File: src/rtl/rr_arb_pkg.sv
// Shared constants and FSM state type for the round-robin grant encoder.
// Imported by the interface, the picker and the top level.
package rr_arb_pkg;
    localparam int ARB_N       = 8;
    localparam int ARB_IDXW    = 3;
    localparam int ARB_TIMEOUT = 16;

    typedef enum logic {
        IDLE  = 1'b0,
        GRANT = 1'b1
    } state_t;
endpackage

File: src/rtl/rr_arb_enc_if.sv
// Request/grant bundle between requesters (master) and the arbiter (slave).
// The master drives en/req/done; the slave returns the registered grant view.
interface rr_arb_enc_if
    import rr_arb_pkg::*;
#(
    parameter int N    = ARB_N,
    parameter int IDXW = ARB_IDXW
);
    logic            en;
    logic [N-1:0]    req;
    logic            done;
    logic [N-1:0]    gnt;
    logic [IDXW-1:0] gnt_idx;
    logic            gnt_vld;
    logic            to_pls;

    modport master (
        output en, req, done,
        input  gnt, gnt_idx, gnt_vld, to_pls
    );

    modport slave (
        input  en, req, done,
        output gnt, gnt_idx, gnt_vld, to_pls
    );
endinterface

File: src/rtl/rr_pick.sv
// Rotating priority picker: first set req bit at or after ptr, wrapping mod N.
// Purely combinational; no backpressure (caller decides when to take win).
module rr_pick
    import rr_arb_pkg::*;
#(
    parameter int N    = ARB_N,
    parameter int IDXW = ARB_IDXW
) (
    input  logic [N-1:0]    req,
    input  logic [IDXW-1:0] ptr,
    output logic [N-1:0]    win,
    output logic [IDXW-1:0] win_idx,
    output logic            any
);
    logic [N-1:0] rot;
    logic [N-1:0] rot_oh;
    logic         found;

    always_comb begin
        rot     = '0;
        rot_oh  = '0;
        win     = '0;
        win_idx = '0;
        found   = 1'b0;
        any     = |req;
        // rot[0] is the requester at ptr, so a plain LSB-first search is the round-robin order
        for (int i = 0; i < N; i++) begin
            rot[i] = req[IDXW'((i + int'(ptr)) % N)];
        end
        for (int i = 0; i < N; i++) begin
            if (!found && rot[i]) begin
                found     = 1'b1;
                rot_oh[i] = 1'b1;
                win_idx   = IDXW'((i + int'(ptr)) % N);
            end
        end
        for (int m = 0; m < N; m++) begin
            win[m] = rot_oh[IDXW'((m - int'(ptr) + N) % N)];
        end
    end
endmodule

File: src/rtl/rr_arb_enc.sv
// Round-robin arbiter with one-hot + binary-index grant; ARB_TIMEOUT_EN adds a hold limit.
// Latency: req -> gnt 1 clock; releases regrant on the same edge (no bubble).
// Backpressure: en=0 blocks new grants; an active grant holds until done/withdrawal/timeout.
module rr_arb_enc
    import rr_arb_pkg::*;
#(
    parameter int N    = ARB_N,
    parameter int IDXW = ARB_IDXW
`ifdef ARB_TIMEOUT_EN
    ,
    parameter int TIMEOUT = ARB_TIMEOUT
`endif
) (
    input  logic         clk,
    input  logic         rst_n,
    rr_arb_enc_if.slave  bus
);
    state_t          state_q, state_d;
    logic [IDXW-1:0] ptr_q, ptr_d;
    logic [N-1:0]    gnt_q, gnt_d;
    logic [IDXW-1:0] idx_q, idx_d;
    logic            vld_q, vld_d;
    logic            tmo;
    logic            rel;
    logic [IDXW-1:0] pick_ptr;
    logic [IDXW-1:0] idx_inc;
    logic [N-1:0]    win;
    logic [IDXW-1:0] win_idx;
    logic            any;

    assign idx_inc  = (int'(idx_q) == N - 1) ? '0 : idx_q + IDXW'(1);
    assign rel      = (state_q == GRANT) && (bus.done || !bus.req[idx_q] || tmo);
    // In GRANT the search already starts past the current owner so a release can regrant this edge
    assign pick_ptr = (state_q == GRANT) ? idx_inc : ptr_q;

    rr_pick #(.N(N), .IDXW(IDXW)) u_pick (
        .req     (bus.req),
        .ptr     (pick_ptr),
        .win     (win),
        .win_idx (win_idx),
        .any     (any)
    );

    always_comb begin
        state_d = state_q;
        ptr_d   = ptr_q;
        gnt_d   = gnt_q;
        idx_d   = idx_q;
        vld_d   = vld_q;
        case (state_q)
            IDLE: begin
                if (bus.en && any) begin
                    state_d = GRANT;
                    gnt_d   = win;
                    idx_d   = win_idx;
                    vld_d   = 1'b1;
                end
            end
            GRANT: begin
                if (rel) begin
                    ptr_d = idx_inc;
                    if (bus.en && any) begin
                        gnt_d = win;
                        idx_d = win_idx;
                        vld_d = 1'b1;
                    end else begin
                        state_d = IDLE;
                        gnt_d   = '0;
                        idx_d   = '0;
                        vld_d   = 1'b0;
                    end
                end
            end
            default: begin
                state_d = IDLE;
                gnt_d   = '0;
                idx_d   = '0;
                vld_d   = 1'b0;
            end
        endcase
    end

    always_ff @(posedge clk or negedge rst_n) begin
        if (!rst_n) begin
            state_q <= IDLE;
            ptr_q   <= '0;
            gnt_q   <= '0;
            idx_q   <= '0;
            vld_q   <= 1'b0;
        end else begin
            state_q <= state_d;
            ptr_q   <= ptr_d;
            gnt_q   <= gnt_d;
            idx_q   <= idx_d;
            vld_q   <= vld_d;
        end
    end

`ifdef ARB_TIMEOUT_EN
    localparam int CW = $clog2(TIMEOUT + 1);

    logic [CW-1:0] cnt_q, cnt_d;
    logic          to_q;

    assign tmo = (state_q == GRANT) && (cnt_q == CW'(TIMEOUT - 1));

    // Clearing on every release means any grant loaded on that edge starts from zero
    always_comb begin
        cnt_d = cnt_q + CW'(1);
        if (state_q == IDLE || rel) begin
            cnt_d = '0;
        end
    end

    always_ff @(posedge clk or negedge rst_n) begin
        if (!rst_n) begin
            cnt_q <= '0;
            to_q  <= 1'b0;
        end else begin
            cnt_q <= cnt_d;
            to_q  <= rel && tmo;
        end
    end

    assign bus.to_pls = to_q;
`else
    assign tmo        = 1'b0;
    assign bus.to_pls = 1'b0;
`endif

    assign bus.gnt     = gnt_q;
    assign bus.gnt_idx = idx_q;
    assign bus.gnt_vld = vld_q;
endmodule

File: src/flat_wrapper.sv
// flat-port wrapper written by rule: the top's interface ports become plain ports
module rr_arb_enc_flat import rr_arb_pkg::*;
#(
    parameter int N    = ARB_N,
    parameter int IDXW = ARB_IDXW

)
  (clk, rst_n, bus_en, bus_req, bus_done, bus_gnt, bus_gnt_idx, bus_gnt_vld, bus_to_pls);
  rr_arb_enc_if #(.N(N), .IDXW(IDXW)) bus_i ();
  input  logic clk;
  input  logic rst_n;
  input wire logic [$bits(bus_i.en)-1:0] bus_en;
  input wire logic [$bits(bus_i.req)-1:0] bus_req;
  input wire logic [$bits(bus_i.done)-1:0] bus_done;
  output wire logic [$bits(bus_i.gnt)-1:0] bus_gnt;
  output wire logic [$bits(bus_i.gnt_idx)-1:0] bus_gnt_idx;
  output wire logic [$bits(bus_i.gnt_vld)-1:0] bus_gnt_vld;
  output wire logic [$bits(bus_i.to_pls)-1:0] bus_to_pls;
  assign bus_i.en = bus_en;
  assign bus_i.req = bus_req;
  assign bus_i.done = bus_done;
  assign bus_gnt = bus_i.gnt;
  assign bus_gnt_idx = bus_i.gnt_idx;
  assign bus_gnt_vld = bus_i.gnt_vld;
  assign bus_to_pls = bus_i.to_pls;
  rr_arb_enc #(.N(N), .IDXW(IDXW)) u_core (.clk(clk), .rst_n(rst_n), .bus(bus_i));
endmodule
File: config.mk
export PLATFORM = sky130hd
export DESIGN_NAME = rr_arb_enc_flat
export DESIGN_NICKNAME = d
export VERILOG_FILES = /design/src/rtl/rr_arb_pkg.sv /design/src/rtl/rr_arb_enc_if.sv /design/src/rtl/rr_pick.sv /design/src/rtl/rr_arb_enc.sv /design/src/flat_wrapper.sv
export SDC_FILE = /design/constraint.sdc
export NUM_CORES = 1
export LEC_CHECK = 0
export BUFFER_PORTS_ARGS = -buffer_cell sky130_fd_sc_hd__buf_2
export CORE_UTILIZATION = 45
export CTS_CLUSTER_DIAMETER = 120
export DETAILED_ROUTE_END_ITERATION = 10
export SETUP_SLACK_MARGIN = 0.02
export SYNTH_ARGS = -nofsm -noshare
export SYNTH_HDL_FRONTEND = slang
export SYNTH_SLANG_ARGS = --single-unit
File: constraint.sdc
create_clock -name clk -period 5.91 [get_ports clk]
set_input_delay 1.182 -clock clk [delete_from_list [all_inputs] [get_ports clk]]
set_output_delay 1.182 -clock clk [all_outputs]
set_load 0.05 [all_outputs]
# Yosys cells after proc, flatten, opt, wreduce, memory -nomap -nowiden
# Index checks and enable logic that the tools add are counted.
[classes]
add_sub_neg = 24
magnitude_cmp = 17
eq_ne = 3
muxes = 88
bitwise = 1
n_reduce_logical = 21
[ops]
columns = ["op", "count"]
rows = [
  ["$lt 3x5->1 const B", 16],
  ["$bmux 1 s3", 17],
  ["$mux 1", 51],
  ["$mux 3", 13],
  ["$add 3x1->3 const B", 9],
  ["$mux 8", 3],
  ["$pmux 8 s2", 1],
  ["$add 3x3->3 const A", 4],
  ["$sub 3x3->3 const A", 4],
  ["$logic_and 1x1->1", 9],
  ["$logic_not 1->1", 8],
  ["$reduce_or 8->1", 1],
  ["$add 2x3->3 const A", 2],
  ["$pmux 3 s2", 1],
  ["$sub 1x3->3 const A", 2],
  ["$sub 2x3->3 const A", 2],
  ["$lt 3x4->1 const B", 1],
  ["$pmux 1 s2", 2],
  ["$reduce_and 2->1", 2],
  ["$add 1x3->3 const A", 1],
  ["$eq 3x1->1 const B", 1],
  ["$ne 2x1->1 const B", 1],
  ["$ne 2x2->1 const B", 1],
  ["$logic_or 1x1->1", 1],
  ["$not 1->1", 1],
]
[totals]
register_bits = 16
output_inout_bits = 13
wordCells = 159

# Logic depth before layout (Yosys ltp)
# Gate-level depths: netlist of the first run.
[depth]
word_depth = 34
depth_mapped = 16
mapped_depth_nobuf = 13

# Modules after synthesis
# A second synthesis of the first run with hierarchy kept.
[unflattened]
hier_cells = 233
hier_area_um2 = 2192.1
[modules_own_cells]
columns = ["mod", "n_inst", "cells_each", "area_per_inst_um2", "seq_area_each_um2"]
rows = [
  ["rr_pick", 1, 168, 1371.3, 0.0],
  ["rr_arb_enc", 1, 65, 820.8, 400.4],
]

# Least setup slack after synthesis of the first run
# Ideal clock, no wire load.
[synth_path]
path_kind = "reg2reg"
startpoint = "reg u_core.idx_q[0] (netlist: u_core.bus.gnt_idx[0])"
endpoint = "reg u_core.idx_q[2] (netlist: u_core.bus.gnt_idx[2])"
setup_time_ns = 0.066
arrival_ns = 4.307
path_slack_ns = 1.537
stages_incl_launch_ff = 16
n_path_buf = 4
period_less_slack_ns = 4.373
path_cell_list = "dfrtp_1 ha_1 ha_1 nand3b_1 and2_1 clkbuf_1 buf_2 buf_1 ha_1 clkbuf_1 clkinv_1 mux4_2 o221a_2 a221o_1 o211ai_1 a221o_1"
[synth_via]
elab_chain_cells = 31
elab_cells_between_ends = 75
cone_classes = "add/sub (8); eq/ne (2); mux (47); reduce/logical (18)"
[synth_lines]
columns = ["item", "line_no", "source"]
rows = [
  ["start, declared", "rr_arb_enc.sv:21", "logic [IDXW-1:0] idx_q, idx_d;"],
  ["start signal, assigned", "rr_arb_enc.sv:94", "idx_q <= idx_d;"],
  ["parallel branches: the longest is 31 deep, another holds $add 3x1->3", "n/a", ""],
]
# Several ways; the timed one is not identified. The select of a mux whose other input is x is not followed.
# A chain may end at the register's enable or synchronous reset.

# Final worst setup path of the first run
[layout_path]
startpoint = "reg u_core.idx_q[1] (netlist: u_core.bus.gnt_idx[1])"
endpoint = "reg u_core.idx_q[2] (netlist: u_core.bus.gnt_idx[2])"
# Same word-level chain as after synthesis.

==> results.json, run 1 <==
{
  "worst_hold_path.num_cells": 2,
  "wl_um": 6988,
  "slowest_stage": "xnor2_1",
  "synth_top_family_by_area": "multiplexers",
  "synth_xor_xnor_area_share": 0.01478,
  "worstSkewPairLatency_ns": 0.25,
  "cts_root_buffer": "clkbuf_8",
  "die_h_um": 74.57,
  "die_w_um": 74.57,
  "setup.worst_path.start": "u_core.bus.gnt_idx[1]",
  "fp-row-count": 26,
  "synthSimpleGateAreaFrac": 0.2392,
  "cts_buffers": 3,
  "synthFlopType": "dfrtp_1",
  "slew-limit-headroom": 0.4838,
  "pin_count": 25,
  "worst_pin_slew_ns": 0.7581,
  "initial_core_util": 0.4670,
  "synthAdderAreaFrac": 0.02112,
  "fin_nets": 313,
  "period_share": 0.7806,
  "synth_nets": 306,
  "rsz0062_at_grt": "no",
  "synth.distinct_cells": 66,
  "critPathTopFamily": "simple AND/OR/NAND/NOR gates",
  "use_met3": 0.01355,
  "holdPathEnd": "u_core.bus.gnt[5]",
  "hp-start": "u_core.bus.gnt[5]",
  "grt_first_pass_wirelength_um": 11470,
  "worst_r2r_endpoint": "u_core.bus.gnt_idx[2]",
  "setup_viol": 0,
  "path_cells": "ha_1, ha_1, nor3b_2, nor2_2, buf_4, inv_1, ha_1, xnor2_1, mux4_2, nor4b_4, nand3_1, o211ai_1, a221o_1",
  "grt-ovfl-total": 0,
  "synth_edf_count": 0,
  "final_area_um2": 2521,
  "gr-usage-met2": 0.4364,
  "h-tree-depth": 1,
  "synth_mux_area_frac": 0.2513,
  "dp_hpwl_um": 5241,
  "hold_viol_final": 0,
  "path_buf_inv": 2,
  "cts_tree": "yes",
  "drv_slew": 0,
  "worst-path-max-fanout": 24,
  "ys_seq_elements": 16,
  "synthToLayoutAreaGrowth_pct": 6.389,
  "use_met1": 0.4083,
  "criticalPathCategory": "reg -> reg",
  "grt_pass1_vias": 2114,
  "grt_busiest_layer": "met2",
  "cts-resized-gates": 0,
  "place_area_um2": 2480,
  "ys_warn_count": 0,
  "grt_usage": 0.2730,
  "layout-drive-gt1-share": 0.2102,
  "viasPerCell": 6.400,
  "cts_setup_buffers": 0,
  "n_antenna_cell": 0,
  "final_common_cell": "nand2_1",
  "clock_skew_ns": 0.005716,
  "clk_pin_slew_ns": 0.06,
  "cts.sinks": 16,
  "grt_max_degree": 26,
  "final_core_util": 0.4968,
  "layout_common_cells": "43 x nand2_1, 23 x buf_2, 18 x mux2i_1, 18 x o21ai_0, 16 x dfrtp_1",
  "run_status": "completed",
  "portBuffers": 23,
  "die_area_um2": 5561,
  "cp_slowest_stage_delay_ns": 0.55,
  "synth_cells": 290,
  "yosysSeqAreaShare": 0.1690,
  "min_path_type": "reg -> reg",
  "via_count": 2336,
  "r2r_slack_ns": 1.30,
  "cap_violations": 0,
  "synth_area_um2": 2370,
  "avgRoutedWirePerCell_um": 19.15,
  "crit_top_cell": "ha_1",
  "tns_ns": 0,
  "postSynthAreaPerCell_um2": 8.172,
  "regToRegStartpoint": "u_core.bus.gnt_idx[1]",
  "reg2reg_depth": 13,
  "postRouteAntennaNets": 0,
  "synthArstFlopShare": 1.000,
  "endpoint_kind": "flip-flop",
  "fin_crit_ns": 4.613,
  "start_kind": "flip-flop",
  "drt_iter0_drc": 218,
  "place_congestion": 0.9147,
  "antenna_found_initial": 0,
  "drtPass1Iterations": 5,
  "clock_path_buffers": 2,
  "drc": 0,
  "fmax_ghz": 0.2168,
  "arrival_ns": 4.80,
  "synth_compound_gate_area_share": 0.2386,
  "core_um2": 5075,
  "holdBufCountCts": 0,
  "required_ns": 6.10
}
==> Yosys cell counts, types with 2 or more instances <==
master	count	area [um2]
buf_2	5	25.02
a21oi_1	7	35.03
and3_1	3	18.77
a211oi_1	7	52.55
mux2i_1	18	180.2
o21ai_0	18	90.09
or2_2	3	18.77
nor3_1	10	50.05
a2bb2oi_1	2	17.52
a22oi_1	6	45.04
dfrtp_1	16	400.4
a31oi_1	6	37.54
a221o_1	3	30.03
o21a_1	2	15.01
buf_1	2	7.510
a21o_1	3	22.52
nand2b_1	3	18.77
o31ai_1	2	15.01
mux4_1	3	78.83
o211ai_1	3	22.52
o221ai_1	4	35.03
mux2_4	2	30.03
o22ai_1	4	25.02
buf_4	3	22.52
clkbuf_1	14	52.55
nand3_1	11	55.05
nand3b_1	2	15.01
nor2b_1	2	12.51
ha_1	4	50.05
buf_6	2	22.52
nor2_1	14	52.55
nand2_1	43	161.4
nor4_1	2	12.51
mux4_2	8	180.2
and2_1	7	43.79
mux2_2	8	90.09
inv_1	5	18.77
nand4_1	2	12.51
xnor2_1	4	35.03
==> worst max path at each step <==
| stage | end | slack (ns) | depth (start not counted) |
|---|---|---|---|
| 6_report | u_core.bus.gnt_idx[2] | 1.30 | 13 |
| 5_1_grt | u_core.bus.gnt_idx[2] | 1.00 | 13 |
| 4_1_cts | u_core.bus.gnt_idx[2] | 1.38 | 12 |
| 3_5_place_dp | u_core.bus.gnt_idx[2] | 1.37 | 12 |
| 3_3_place_gp | u_core.bus.gnt_idx[2] | 1.50 | 12 |
| 2_1_floorplan | u_core.bus.gnt_idx[2] | 1.54 | 15 |
==> worst reg2reg max path, cell delays in order, from the launching register on <==
cell      delay, ns
dfrtp_1        0.51
ha_1           0.21
ha_1           0.22
nor3b_2        0.09
nor2_2         0.36
buf_4          0.37
inv_1          0.38
ha_1           0.38
xnor2_1        0.55
mux4_2         0.50
nor4b_4        0.42
nand3_1        0.16
o211ai_1       0.21
a221o_1        0.20
==> cell families (layout without fill, tap and decap cells) <==
| kind of cell | count (synthesis) | after routing |
|---|---|---|
| AOI/OAI and AO/OA | 81 | 81 |
| xor gates and xnor gates | 4 | 4 |
| adders and majority gates | 4 | 4 |
| buffers and inverters | 32 | 37 |
| DFF | 16 | 16 |
| muxes | 41 | 41 |
| other | 1 | 1 |
| and+or+nand+nor | 111 | 111 |
==> routing by layer <==
| layer | up-vias | share of wire |
|---|---|---|
| li1 | 1106 | - |
| met3 | 4 | 0.064 |
| met2 | 115 | 0.46 |
| met1 | 1111 | 0.47 |
| met4 | 0 | 0.0069 |
| met5 | - | 0 |
==> state kept, by name (all words and copies together), names as in the netlist <==
signal / flops
u_core.bus.gnt_vld: 1
u_core.bus.gnt_idx: 3
u_core.state_q: 1
u_core.ptr_q: 3
u_core.bus.gnt: 8
==> layout make-up <==
cell class                 instances  area (um2)
inverter                           6       22.52
timing repair buffer              28       152.6
multi-input combinational        242        1817
clock buffer                       3       41.29
fill                             522        2554
sequential                        16       400.4
tap                               70       87.58
==> metrics by stage <==
stage | hold WS [ns] | worst slack, ns | std cells
after floorplan | 0.4959 | 1.537 | 290
after global placement | 0.4662 | 1.499 | 362
after detailed placement | 0.4697 | 1.371 | 362
after CTS | 0.4828 | 1.382 | 365
after global routing | 0.5159 | 1.003 | 365
final | 0.4745 | 1.297 | 365
Power of run 1 is left out: the tool's default activity adds up to more than one toggle a clock period on the data nets, which glitch-free logic cannot reach.
==> inputs of run 2 (changes only) <==
--- a/config.mk
+++ b/config.mk
@@ -5,10 +5,12 @@
 export SDC_FILE = /design/constraint.sdc
 export NUM_CORES = 1
 export LEC_CHECK = 0
+export ABC_AREA = 1
 export BUFFER_PORTS_ARGS = -buffer_cell sky130_fd_sc_hd__buf_2
 export CORE_UTILIZATION = 45
 export CTS_CLUSTER_DIAMETER = 120
 export DETAILED_ROUTE_END_ITERATION = 10
+export PLACE_DENSITY = 0.67
 export SETUP_SLACK_MARGIN = 0.02
 export SYNTH_ARGS = -nofsm -noshare
 export SYNTH_HDL_FRONTEND = slang
==> constraint.sdc (replaced) <==
create_clock -name clk -period 3.99 [get_ports clk]
set_input_delay 0.798 -clock clk [delete_from_list [all_inputs] [get_ports clk]]
set_output_delay 0.798 -clock clk [all_outputs]
set_load 0.05 [all_outputs]
==> results.json, run 2 <==
{
  "ys_seq_elements": 16,
  "holdBufCountCts": 0,
  "cts-resized-gates": 0,
  "worstSkewPairLatency_ns": 0.24,
  "avgRoutedWirePerCell_um": 12.82,
  "fp-row-count": 22,
  "cts.sinks": 16,
  "die_area_um2": 4324,
  "layout_common_cells": "117 x nand2_1, 49 x nand3_1, 24 x inv_1",
  "multi_input_area_um2": 1267,
  "synthArstFlopShare": 1.000,
  "synth_cells": 300,
  "cts_setup_buffers": 0,
  "grt_first_pass_wirelength_um": 8238,
  "antenna_found_initial": 0,
  "synth.most_common_cell": "nand2_1",
  "cts_root_buffer": "clkbuf_8",
  "clock_path_buffers": 2,
  "clock_skew_ns": 0.003873,
  "pin_count": 25,
  "tns_ns": 0,
  "fillers": 387,
  "ys_top_cells_by_area": "nand2_1 24%, dfrtp_1 22%, nand3_1 13%",
  "layout-drive-gt1-share": 0.1920,
  "critPathTopFamily": "simple AND/OR/NAND/NOR gates",
  "slowest_stage": "dfrtp_1",
  "viasPerCell": 5.226,
  "place_congestion": 0.9489,
  "yosys.area.top_type_share": 0.2401,
  "final_common_cell": "nand2_1",
  "die_w_um": 65.76,
  "grt_max_degree": 20,
  "drtPass1Iterations": 4,
  "cts_tree": "yes",
  "largest_register_ffs": 8,
  "synthToLayoutAreaGrowth_pct": 11.15,
  "hold_viol_final": 0,
  "synth_area_um2": 1829,
  "synthFlopType": "dfrtp_1",
  "path_cells": "ha_1, ha_1, o21ai_1, nand2_2, ha_1, inv_1, nand3_2, nand3_1, nand2_2, nor2_4, nand2_1, nor2_2, nand2_1, nand3_1, o21ai_0, a21oi_1, nand2_1, nand2_1",
  "final-seq-area_um2": 400.4,
  "wl_um": 4756,
  "criticalPathCategory": "reg -> reg",
  "regToRegStartpoint": "u_core.bus.gnt_idx[0]",
  "worst_r2r_endpoint": "u_core.bus.gnt[3]",
  "drt_iter0_drc": 203,
  "drc": 0,
  "n_antenna_cell": 0,
  "ys_warn_count": 0,
  "r2r_slack_ns": 0.57,
  "via_count": 1939,
  "postRouteAntennaNets": 0,
  "grt-ovfl-total": 0,
  "grt_pass1_vias": 1731,
  "core_um2": 3771,
  "cts_buffers": 3,
  "clk_pin_slew_ns": 0.06,
  "die_h_um": 65.76,
  "required_ns": 4.17,
  "fin_nets": 341,
  "synth.distinct_cells": 37,
  "ys_top_cells_by_count": "117 x nand2_1, 49 x nand3_1, 24 x inv_1",
  "arrival_ns": 3.60,
  "cap_violations": 0,
  "run_status": "completed",
  "h-tree-depth": 1,
  "synth.largest_area_cell": "nand2_1",
  "reg2reg_depth": 18,
  "crit_top_cell": "nand2_1",
  "fmax_ghz": 0.2927,
  "postSynthAreaPerCell_um2": 6.098,
  "synth_edf_count": 0,
  "setup_viol": 0,
  "synth_nets": 316,
  "rsz0062_at_grt": "no",
  "min_path_type": "in -> async",
  "path_buf_inv": 1,
  "portBuffers": 23,
  "cp_slowest_stage_delay_ns": 0.49,
  "dp_hpwl_um": 3799,
  "drv_slew": 0,
  "grt_usage": 0.2460,
  "initial_core_util": 0.4851,
  "worst-path-max-fanout": 12,
  "start_kind": "flip-flop",
  "endpoint_kind": "flip-flop",
  "fin_crit_ns": 3.416,
  "yosysSeqAreaShare": 0.2189,
  "period_share": 0.8562
}
[run 2: cell count changes after synthesis, moves of 8 or more]
cell / delta
mux4_2: -8
nand2_2: +10
a21oi_1: +9
nand2_1: +74
nor3_1: -10
mux2i_1: -18
clkbuf_1: -12
nor2_1: -9
nand3_1: +38
inv_1: +19
[run 2: worst max path at each step]
stage	startpoint	to	slack, ns	depth (start not counted)
2_1_floorplan	u_core.bus.gnt_idx[0]	u_core.bus.gnt[1]	0.59	22
3_3_place_gp	u_core.bus.gnt_idx[0]	u_core.bus.gnt[3]	0.72	18
3_5_place_dp	u_core.bus.gnt_idx[0]	u_core.bus.gnt[3]	0.64	18
4_1_cts	u_core.bus.gnt_idx[0]	u_core.bus.gnt[3]	0.62	18
5_1_grt	u_core.bus.gnt_idx[0]	u_core.bus.gnt[4]	0.20	18
6_report	u_core.bus.gnt_idx[0]	u_core.bus.gnt[3]	0.57	18
[run 2: layout make-up]
cell class,instances,area share
Inverter,27,0.05108
Clock buffer,3,0.02031
Timing Repair Buffer,29,0.07877
Multi-Input combinational cell,248,0.6234
Sequential cell,16,0.1969
Tap cell,48,0.02954
[run 2: worst reg2reg max path, stage by stage (launching register included)]
cell,delay (ns)
dfrtp_1,0.49
ha_1,0.25
ha_1,0.21
o21ai_1,0.20
nand2_2,0.16
ha_1,0.32
inv_1,0.32
nand3_2,0.15
nand3_1,0.15
nand2_2,0.10
nor2_4,0.16
nand2_1,0.08
nor2_2,0.15
nand2_1,0.12
nand3_1,0.08
o21ai_0,0.12
a21oi_1,0.16
nand2_1,0.08
nand2_1,0.06
[run 2: through the flow]
step / setup slack (ns) / area (um2) / std cells / util / hold slack (ns)
2_1_floorplan: 0.5853 / 1829 / 300 / - / 0.4534
3_3_place_gp: 0.7166 / 1992 / 368 / 0.5282 / 0.4580
3_5_place_dp: 0.6449 / 1992 / 368 / 0.5282 / 0.4605
4_1_cts: 0.6209 / 2033 / 371 / 0.5392 / 0.4637
5_1_grt: 0.2025 / 2033 / 371 / 0.5392 / 0.4794
6_report: 0.5738 / 2033 / 371 / 0.5392 / 0.4569
[run 2: kinds of logic (layout without fill, tap and decap cells)]
kind of cell	Yosys count	count (layout)	share of synthesized area
AOI/OAI and AO/OA	37	37	0.1088
xor gates and xnor gates	3	3	0.01847
buffers and inverters	36	59	0.08824
other	1	1	0.002050
muxes	1	1	0.006156
DFF	16	16	0.2189
and+or+nand+nor	202	202	0.5301
adders and majority gates	4	4	0.02736
[run 2: metal layers]
metal / share of wire / vias to the layer above / track usage
met5: 0 / - / 0
met4: 0.0036 / 0 / 0.05707
met3: 0.046 / 2 / 0.01042
met2: 0.46 / 47 / 0.3801
met1: 0.49 / 857 / 0.3713
li1: - / 1033 / -
Power of run 2 is left out for the same reason.
